--- config.mk ---
export PLATFORM = sky130hd
export DESIGN_NAME = spkr_buffer_fill
export DESIGN_NICKNAME = d
export VERILOG_FILES = /design/src/rtl/spkr_buffer_fill.sv
export SDC_FILE = /design/constraint.sdc
export NUM_CORES = 1
export LEC_CHECK = 0
export BUFFER_PORTS_ARGS = -buffer_cell sky130_fd_sc_hd__clkbuf_2
export CAP_MARGIN = 20
export CORE_MARGIN = 1.5
export CORE_UTILIZATION = 45
export DETAILED_ROUTE_END_ITERATION = 8
export PLACE_DENSITY = 0.69
export REMOVE_ABC_BUFFERS = 1
export SYNTH_ARGS = -nofsm -noshare
export SYNTH_HDL_FRONTEND = slang
export SYNTH_SLANG_ARGS = --single-unit
--- constraint.sdc ---
create_clock -name clk -period 6 [get_ports clk]
set_input_delay 1.8 -clock clk [delete_from_list [all_inputs] [get_ports clk]]
set_output_delay 1.8 -clock clk [all_outputs]
set_load 0.03 [all_outputs]
--- src/rtl/spkr_buffer_fill.sv ---
// Refills the speaker sample buffer from audio memory, one BURST-sized block per request.
// Build option SPKR_FILL_LOOP_EN: loop the clip at end_addr instead of padding with silence.
module spkr_buffer_fill #(
    parameter int BURST  = 16,
    parameter int ADDR_W = 18
) (
    input  logic                     clk,
    input  logic                     rst,
    input  logic                     start,
    input  logic [ADDR_W-1:0]        start_addr,
    input  logic [ADDR_W-1:0]        end_addr,
    input  logic                     spkr_update,
    output logic                     buffer_updated,
    output logic                     mem_rd,
    output logic [ADDR_W-1:0]        mem_addr,
    input  logic                     mem_valid,
    input  logic [7:0]               mem_data,
    output logic                     buf_wr_en,
    output logic [$clog2(BURST)-1:0] buf_wr_addr,
    output logic [7:0]               buf_wr_data,
    output logic                     play_end
);
    localparam int         IDX_W   = $clog2(BURST);
    localparam logic [7:0] SILENCE = 8'h80;

    typedef enum logic [2:0] {IDLE, READ, WAIT, WRITE, DONE} state_t;

    state_t            state;
    logic [ADDR_W-1:0] ptr;
    logic [ADDR_W-1:0] ptr_adv;
    logic [IDX_W-1:0]  idx;
    logic              at_end;
    logic              last_slot;
    logic              skip_read;

    always_comb begin
        at_end    = (ptr == end_addr);
        last_slot = (idx == IDX_W'(BURST - 1));
`ifdef SPKR_FILL_LOOP_EN
        skip_read = 1'b0;
        ptr_adv   = at_end ? start_addr : ptr + ADDR_W'(1);
`else
        // Once the clip end has been played, remaining slots are filled with silence.
        skip_read = play_end;
        ptr_adv   = at_end ? ptr : ptr + ADDR_W'(1);
`endif
    end

    always_ff @(posedge clk or posedge rst) begin
        if (rst) begin
            state          <= IDLE;
            ptr            <= '0;
            idx            <= '0;
            mem_rd         <= 1'b0;
            mem_addr       <= '0;
            buf_wr_en      <= 1'b0;
            buf_wr_addr    <= '0;
            buf_wr_data    <= '0;
            buffer_updated <= 1'b0;
            play_end       <= 1'b0;
        end else begin
            mem_rd         <= 1'b0;
            buf_wr_en      <= 1'b0;
            buffer_updated <= 1'b0;
            case (state)
                IDLE: begin
                    if (start) begin
                        ptr      <= start_addr;
                        play_end <= 1'b0;
                    end else if (spkr_update) begin
                        if (skip_read) begin
                            state       <= WRITE;
                            buf_wr_en   <= 1'b1;
                            buf_wr_addr <= idx;
                            buf_wr_data <= SILENCE;
                        end else begin
                            state    <= READ;
                            mem_rd   <= 1'b1;
                            mem_addr <= ptr;
                        end
                    end
                end
                READ: state <= WAIT;
                WAIT: begin
                    if (mem_valid) begin
                        state       <= WRITE;
                        buf_wr_en   <= 1'b1;
                        buf_wr_addr <= idx;
                        buf_wr_data <= mem_data;
                        if (at_end) play_end <= 1'b1;
                    end
                end
                WRITE: begin
                    ptr <= ptr_adv;
`ifdef SPKR_FILL_LOOP_EN
                    play_end <= 1'b0;
`endif
                    if (last_slot) begin
                        state          <= DONE;
                        buffer_updated <= 1'b1;
                    end else begin
                        idx <= idx + IDX_W'(1);
                        if (skip_read) begin
                            buf_wr_en   <= 1'b1;
                            buf_wr_addr <= idx + IDX_W'(1);
                            buf_wr_data <= SILENCE;
                        end else begin
                            state    <= READ;
                            mem_rd   <= 1'b1;
                            mem_addr <= ptr_adv;
                        end
                    end
                end
                DONE: begin
                    idx   <= '0;
                    state <= IDLE;
                end
                default: state <= IDLE;
            endcase
        end
    end
endmodule

==> impl_metrics.tcl, run 1 <==
set metrics [dict create \
    nNetsFinal 507 \
    tns_ns 0 \
    synth_top_family_by_area "simple AND/OR/NAND/NOR gates" \
    htree_levels 3 \
    yosys.area.top_type "dfrtp_1" \
    multi_input_area_sq_mm 0.00176 \
    cts_tree "yes" \
    cts_resized 0 \
    synth_area_sq_mm 0.00342 \
    ant_nets 0 \
    cp_max_fo 22 \
    period_share 0.661 \
    critPathCaptureType "register" \
    drt_first_iter_violations 215 \
    synth_compound_area_frac 0.199 \
    placedCellCount 544 \
    worstRegToRegCells 6 \
    critical-path-slowest-cell "o21ai_2" \
    path_delay_family "compound AO/OA/AOI/OAI gates" \
    globalplace.congestion 0.959 \
    status "finished, final reports clean" \
    cts_setup_buffers 0 \
    final_common_cell "clkbuf_2" \
    clock_latency_ns 0.34 \
    synth-async-reset-ratio 1.00 \
    overflow 0 \
    met1Wirelength_um 4130 \
    worst_pin_slew_ns 0.905 \
    clkSinkCount 59 \
    relSlewSlack 0.397 \
    clk_path_buf_depth 2 \
    period_minus_slack_ns 3.97 \
    startpoint_type "primary input" \
    fillers 711 \
    syn_to_final_growth_pct 18.7 \
    fp.coreArea_sq_mm 0.00729 \
    ys_ff_latch 59 \
    fmax_mhz 252 \
    io_pins 83 \
    clk_transition_reported_paths_ns 0.07 \
    critPathArrivalTime_ns 4.19 \
    rows 31 \
    leakagePower_nw 1.82 \
    dr_wl_met2_um 4120 \
    synthMuxAreaShare 0.00878 \
    die_w_um 90.2 \
    crit_path_max_incr_delay_ns 0.89 \
    grt_pass1_vias 2920 \
    die_h_um 90.2 \
    grt_util_all_layers 0.224 \
    synth_warnings 0 \
    stdcell_count 560 \
    routed.top_layer "met4" \
    grt_pass1_wl_um 14400 \
    ys_seq_area_frac 0.432 \
    die-area_sq_mm 0.00813 \
    worst-path-stages 7 \
    dp_hpwl_um 6210 \
    layout-drive-gt1-share 0.243 \
    mostFrequentLayoutCells "82 x clkbuf_2, 59 x dfrtp_1, 50 x nand2_1" \
    via_count 3128 \
    path_cells "clkbuf_2, xor2_1, nor4_1, nand3_1, o21ai_2, nor3_1, o31a_1" \
    critical_path_required_ns 6.23 \
    syn_inst 387 \
    hold_slack_ns 0.480 \
    cts_made_buffers 9 \
    clock_skew_ns 0.0111 \
    slew_violations 0 \
    rsz0062_at_grt "no" \
    path_buf_inv 1 \
    dr_wl_met3_um 403 \
    synth_edf_count 0 \
    max_cap_violations 0 \
    critPathKind "in2reg" \
    min_path_cells 2 \
    antenna_cells 0 \
    root_buffer "clkbuf_8" \
    finalSetupViolations 0 \
    synth-adder-area-share 0.00732 \
    avgViaCountPerCell 5.59 \
    ys_dominant_reg_cell "dfrtp_1" \
    finalHoldViolCount 0 \
    synth-simple-area-share 0.213 \
    io_buffer_count 82 \
    netlist_top_cells_area "dfrtp_1 43%, xor2_1 6.7%, nand2_1 5.5%" \
    initial_core_util 0.469 \
    hold_path.class "reg2reg" \
    ctsHoldBuffers 0 \
    ys_types 52 \
    synth-xor-area-share 0.0846 \
    wl_um 8820 \
    ir_drop_mv 0.253 \
    avgSynthCellArea_sq_um 8.83 \
    drc 0 \
    grt_max_degree 60 \
    drt_pre_antenna_iters 5 \
    wl_per_cell_um 15.8 \
    seq_area_sq_mm 0.00148 \
    synth.top_cell.area_share 0.432 \
    powerDensity_mw_per_mm2 582 \
    antenna_found_initial 0 \
]
## power by group
| part | internal (mW) | switching [mW] | leakage (nW) |
|---|---|---|---|
| logic | 0.412 | 0.749 | 0.991 |
| clock network | 0.256 | 0.160 | 0.113 |
| registers | 0.582 | 0.205 | 0.713 |
| total | 1.25 | 1.11 | 1.82 |
## worst paths after layout
check | startpoint | to | slack [ns]
min in group asynchronous | rst | buf_wr_en | 1.64
worst min register to register | mem_addr[14] | mem_addr[14] | 0.48
worst max-delay path | end_addr[13] | mem_addr[12] | 2.03
max in group asynchronous | rst | ptr[11] | 3.85
worst min-delay path | mem_addr[14] | mem_addr[14] | 0.48
worst max register to register | ptr[3] | mem_addr[12] | 3.05
## cell type report
| type | instances | area share |
|---|---|---|
| tap | 99 | 0.0305 |
| sequential | 59 | 0.364 |
| clock buffer | 12 | 0.0382 |
| multi-input combinational | 292 | 0.433 |
| timing repair buffer | 87 | 0.110 |
| clock inverter | 4 | 0.0179 |
| inverter | 7 | 0.00647 |
## state kept, by name, indices dropped and copies added, names as in the netlist
name	count
buf_wr_addr	4
mem_rd	1
ptr	18
buffer_updated	1
play_end	1
buf_wr_en	1
state	3
mem_addr	18
idx	4
buf_wr_data	8
## cells by family after synthesis
group | Yosys count
compound gates | 103
xor+xnor | 33
fa+ha+maj | 2
buf+inv | 36
flops | 59
mux | 3
simple gates | 151
## synth_stat cells (2+ instances only)
library cell  instances
dfrtp_1              59
nand2_1              50
nor2_1               33
o21ai_0              30
xor2_1               26
nand3_1              19
a21oi_1              13
buf_2                13
o211ai_1             13
clkbuf_1             10
and3_1                9
a211oi_1              8
nor3_1                8
or3_1                 8
xnor2_1               7
inv_1                 6
o22ai_1               5
a2bb2oi_1             4
a31oi_1               4
buf_6                 4
or4_1                 4
a221oi_1              3
a311oi_1              3
and2_1                3
mux2i_1               3
nand2b_1              3
o21ai_1               3
o32ai_1               3
buf_4                 2
ha_1                  2
nand4_1               2
nor4_1                2
nor4_2                2
o2111ai_1             2
o21ai_2               2
o311ai_0              2
or2_1                 2
## metrics by stage
| step | utilization | setup slack [ns] | total power, mW | instance area [sq um] |
|---|---|---|---|---|
| 3_5_place_dp | 0.525 | 1.74 | 1.95 | 3830 |
| 5_1_grt | 0.557 | 1.88 | 2.54 | 4060 |
| 6_report | 0.557 | 2.03 | 2.36 | 4060 |
| 4_1_cts | 0.557 | 2.06 | 2.37 | 4060 |
| 3_3_place_gp | 0.525 | 1.84 | 1.91 | 3830 |
| 2_1_floorplan | - | 2.22 | 1.59 | 3260 |
## worst min-delay path, cell delays in order, from the launching register on
cell	delay, ns
dfrtp_1	0.34
nand2_1	0.05
o21ai_0	0.06
## per-layer routing
layer | GRT usage | up-vias
li1 | - | 1524
met1 | 0.305 | 1479
met2 | 0.348 | 110
met3 | 0.0389 | 15
met4 | 0.101 | 0
met5 | 0 | -
No activity file was read; power rests on OpenSTA's default activity.
==> run 2: changes to the inputs <==
Clock period 6 ns to 4.1 ns, I/O delays scaled along.
==> run 2 against run 1 <==
- non-clock buffer count rose by 4
- power rose by 43%
- die area did not move
==> impl_metrics.tcl, run 2 (synthesis gave the netlist of run 1 again) <==
set metrics [dict create \
    period_minus_slack_ns 3.05 \
    finalSetupViolations 0 \
    clkSinkCount 59 \
    worst_pin_slew_ns 0.711 \
    fillers 720 \
    critical_path_required_ns 4.34 \
    mostFrequentLayoutCells "82 x clkbuf_2, 59 x dfrtp_1, 50 x nand2_1" \
    top_regs "mem_addr x18, ptr x18, buf_wr_data x8" \
    critPathCaptureType "register" \
    clk_path_buf_depth 2 \
    overflow 0 \
    slew_violations 0 \
    avgViaCountPerCell 5.64 \
    die_w_um 90.2 \
    crit_path_max_incr_delay_ns 0.45 \
    hold_path.class "reg2reg" \
    critPathKind "in2reg" \
    utilization 0.556 \
    ant_nets 0 \
    rows 31 \
    nNetsFinal 511 \
    seq_area_sq_mm 0.00148 \
    fmax_mhz 328 \
    relSlewSlack 0.526 \
    die_h_um 90.2 \
    crit_start "end_addr[17]" \
    hp-start "mem_addr[14]" \
    clock_latency_ns 0.34 \
    critical-path-slowest-cell "o21ai_2" \
    wl_um 8820 \
    htree_levels 3 \
    rsz0062_at_grt "no" \
    globalplace.congestion 0.937 \
    die-area_sq_mm 0.00813 \
    grt_max_degree 43 \
    syn_to_final_growth_pct 18.6 \
    cts_tree "yes" \
    finalHoldViolCount 0 \
    p_total_mw 3.39 \
    via_count 3181 \
    grt_util_all_layers 0.231 \
    cts_resized 0 \
    clock_skew_ns 0.00910 \
    r2r_start "ptr[4]" \
    period_share 0.744 \
    grt_pass1_vias 2990 \
    placedCellCount 548 \
    leakagePower_nw 1.82 \
    layout-drive-gt1-share 0.249 \
    critPathArrivalTime_ns 3.29 \
    initial_core_util 0.469 \
    stdcell_count 564 \
    grt_pass1_wl_um 15000 \
    io_pins 83 \
    cts_made_buffers 9 \
    drt_pre_antenna_iters 5 \
    tns_ns 0 \
    cp_max_fo 16 \
    cts_setup_buffers 0 \
    ctsHoldBuffers 0 \
    path_cells "clkbuf_2, xor2_1, nor4_1, nand3_2, o21ai_2, buf_4, o32ai_1, a211oi_1" \
    clk_transition_reported_paths_ns 0.06 \
    dp_hpwl_um 6250 \
    antenna_cells 0 \
    max_cap_violations 0 \
    wl_per_cell_um 15.6 \
    final_common_cell "clkbuf_2" \
    antenna_found_initial 0 \
    ir_drop_mv 0.315 \
    startpoint_type "primary input" \
    status "finished, final reports clean" \
    powerDensity_mw_per_mm2 835 \
    root_buffer "clkbuf_8" \
    drt_first_iter_violations 286 \
    fp.coreArea_sq_mm 0.00729 \
    drc 0 \
    io_buffer_count 82 \
    multi_input_area_sq_mm 0.00176 \
]
==> run 2: area by class of cell <==
| type | instances | share of cell area |
|---|---|---|
| multi-input cells | 292 | 0.434 |
| flip-flops and latches | 59 | 0.364 |
| repair buffers | 91 | 0.117 |
| clock buffers | 11 | 0.0349 |
| well taps | 99 | 0.0305 |
| clock inverters | 5 | 0.0130 |
| inverters | 7 | 0.00648 |
==> run 2: worst max-delay path: cells and delay by family <==
kind,cells,cell delay (ns)
xor gates and xnor gates,1,0.16
buffers and inverters,2,0.37
and+or+nand+nor,2,0.72
AOI/OAI and AO/OA,3,0.81
==> run 2: worst paths after layout <==
path                                end  slack (ns)  cells after the start
max                              ptr[6]        1.05                      8
min                        mem_addr[14]        0.48                      2
max reg2reg                      ptr[6]        1.55                      7
min reg2reg                mem_addr[14]        0.48                      2
max in group asynchronous      state[1]        2.38                      3
min in group asynchronous     buf_wr_en        0.84                      2
==> run 2: routing by layer <==
| layer | track usage | wire length [um] | vias to the layer above |
|---|---|---|---|
| li1 | - | - | 1537 |
| met1 | 0.337 | 4140 | 1504 |
| met2 | 0.338 | 4000 | 123 |
| met3 | 0.0415 | 475 | 17 |
| met4 | 0.0873 | 206 | 0 |
| met5 | 0 | 0 | - |
==> run 2: metrics by stage <==
| stage | setup slack, ns | instance area (sq um) | hold WS (ns) |
|---|---|---|---|
| after floorplan | 0.892 | 3260 | 0.549 |
| after global placement | 0.835 | 3860 | 0.462 |
| after detailed placement | 0.713 | 3860 | 0.469 |
| after CTS | 1.05 | 4060 | 0.485 |
| after global routing | 0.868 | 4060 | 0.507 |
| final | 1.05 | 4060 | 0.477 |
==> run 2: power by group <==
part | total [mW] | internal, mW | switching [mW]
clock | 0.527 | 0.294 | 0.233
sequential | 1.15 | 0.851 | 0.301
combinational | 1.71 | 0.615 | 1.09
total | 3.39 | 1.76 | 1.63
==> run 3: changes to the inputs <==
Settings changed: PLACE_DENSITY 0.69 to 0.72.
Clock period 4.1 ns to 2.73 ns, I/O delays scaled along.
==> run 3 against run 2 <==
- utilization increased by 1.2 points
- non-clock buffer count increased by 8
- clock skew hardly changed
- register-to-register slack got worse by 1.2 ns
- hold slack better by 0.0023 ns
- global-route usage shrank 0.26 points
- first-iteration DRC count shrank 31%
- count of clock-buffer cells in the layout increased by 1
- critical path type is now reg2reg
==> impl_metrics.tcl, run 3 (synthesis gave the netlist of run 1 again) <==
set metrics [dict create \
    grt_pass1_vias 3070 \
    p_sw_mw 2.48 \
    slew_violations 0 \
    worst_pin_slew_ns 0.744 \
    drt_first_iter_violations 197 \
    critPathKind "reg2reg" \
    die-area_sq_mm 0.00813 \
    root_buffer "clkbuf_8" \
    rows 31 \
    finalHoldViolCount 0 \
    hold_path.class "reg2reg" \
    clockPowerShare 0.158 \
    ir_drop_mv 0.407 \
    globalplace.congestion 0.917 \
    syn_to_final_growth_pct 21.1 \
    final_common_cell "clkbuf_2" \
    cts_setup_buffers 0 \
    routed.top_layer "met4" \
    die_h_um 90.2 \
    worst_slack_ns 0.360 \
    die_w_um 90.2 \
    io_buffer_count 82 \
    dr_wl_met3_um 520 \
    ant_nets 0 \
    pwr-share-comb 0.504 \
    seq_power_share 0.338 \
    overflow 0 \
    fillers 711 \
    critical-path-slowest-cell "nor3_1" \
    period_share 0.868 \
    antenna_cells 0 \
    crit_top_cell "nand3_1" \
    startpoint_type "register" \
    fp.coreArea_sq_mm 0.00729 \
    powerDensity_mw_per_mm2 1250 \
    ctsHoldBuffers 0 \
    clock_skew_ns 0.00958 \
    status "finished, final reports clean" \
    io_pins 83 \
    period_minus_slack_ns 2.37 \
    rsz0062_at_grt "no" \
    crit_path_max_incr_delay_ns 0.49 \
    hold_slack_ns 0.480 \
    dr_wl_met2_um 4210 \
    antenna_found_initial 0 \
    tns_ns 0 \
    dp_hpwl_um 6470 \
    via_count 3171 \
    cp_max_fo 7 \
    layout-drive-gt1-share 0.262 \
    drt_pre_antenna_iters 4 \
    critPathCaptureType "register" \
    top_regs "mem_addr x18, ptr x18, buf_wr_data x8" \
    cts_tree "yes" \
    fmax_mhz 422 \
    path_delay_family "simple AND/OR/NAND/NOR gates" \
    critPathArrivalTime_ns 2.60 \
    p_total_mw 5.19 \
    drc 0 \
    clk_transition_reported_paths_ns 0.07 \
    relSlewSlack 0.504 \
    avgViaCountPerCell 5.54 \
    critical_path_required_ns 2.96 \
    clk_path_buf_depth 2 \
    max_cap_violations 0 \
    dp_slack_ns 0.151 \
    grt_pass1_wl_um 14800 \
    leakagePower_nw 1.87 \
    path_cells "ha_1, nand3_1, nor3_1, nand3_1, o311a_1, a211o_1" \
    clkSinkCount 59 \
    finalSetupViolations 0 \
    nNetsFinal 519 \
    wl_per_cell_um 15.6 \
    grt_util_all_layers 0.228 \
    wl_um 8920 \
    path_buf_inv 0 \
    cts_made_buffers 9 \
    cts_resized 0 \
    htree_levels 3 \
    grt_max_degree 60 \
    mostFrequentLayoutCells "82 x clkbuf_2, 59 x dfrtp_1, 50 x nand2_1" \
    internal-power_mw 2.71 \
    initial_core_util 0.469 \
    p_sw_frac 0.477 \
    met1Wirelength_um 4050 \
    clock_latency_ns 0.35 \
]
==> run 3: changes by cell type in the layout (fill, tap and decap cells not counted), sizes merged <==
cell,previous run,this run
clkinvlp,1,0
buf,9,17
clkbuf,93,94
==> run 3: path summary, 6_finish.rpt <==
kind	start	end	slack [ns]	cells after the start
max in group asynchronous	rst	ptr[2]	1.96	3
setup reg to reg	ptr[0]	ptr[12]	0.36	6
min in group asynchronous	rst	idx[2]	0.51	3
hold reg to reg	buf_wr_data[7]	buf_wr_data[7]	0.48	2
setup / recovery	ptr[0]	ptr[12]	0.36	6
hold / removal	buf_wr_data[7]	buf_wr_data[7]	0.48	2
==> run 3: layout make-up <==
class,count,area (sq um),share of cell area
clock inverter,4,48.8,0.0118
tap,99,124,0.0299
multi-input combinational,292,1760,0.425
timing repair buffer,99,551,0.133
inverter,7,26.3,0.00635
clock buffer,12,155,0.0375
sequential,59,1480,0.357
==> run 3: metal layers <==
metal  vias up  GRT usage
li1       1558          -
met5         -          0
met3        14     0.0338
met2       114      0.360
met4         0      0.110
met1      1485      0.306
==> run 3: worst register-to-register path, cell delays in order (launching register included) <==
cell     delay (ns)
dfrtp_1        0.48
ha_1           0.26
nand3_1        0.26
nor3_1         0.49
nand3_1        0.19
o311a_1        0.32
a211o_1        0.26
==> run 3: power by group through the flow <==
stage | Clock [mW] | Sequential [mW] | Combinational (mW)
2_1_floorplan | 0 | 2.05 | 1.45
3_3_place_gp | 0 | 1.73 | 2.56
3_5_place_dp | 0 | 1.76 | 2.61
4_1_cts | 0.829 | 1.74 | 2.62
5_1_grt | 0.874 | 1.81 | 2.90
6_report | 0.819 | 1.76 | 2.61
==> run 3: stage by stage <==
| stage | instance area (sq um) | instances | util |
|---|---|---|---|
| floorplan | 3260 | 358 | - |
| global placement | 3940 | 556 | 0.540 |
| detailed placement | 3940 | 556 | 0.540 |
| CTS | 4140 | 572 | 0.568 |
| global route | 4140 | 572 | 0.568 |
| finish | 4140 | 572 | 0.568 |
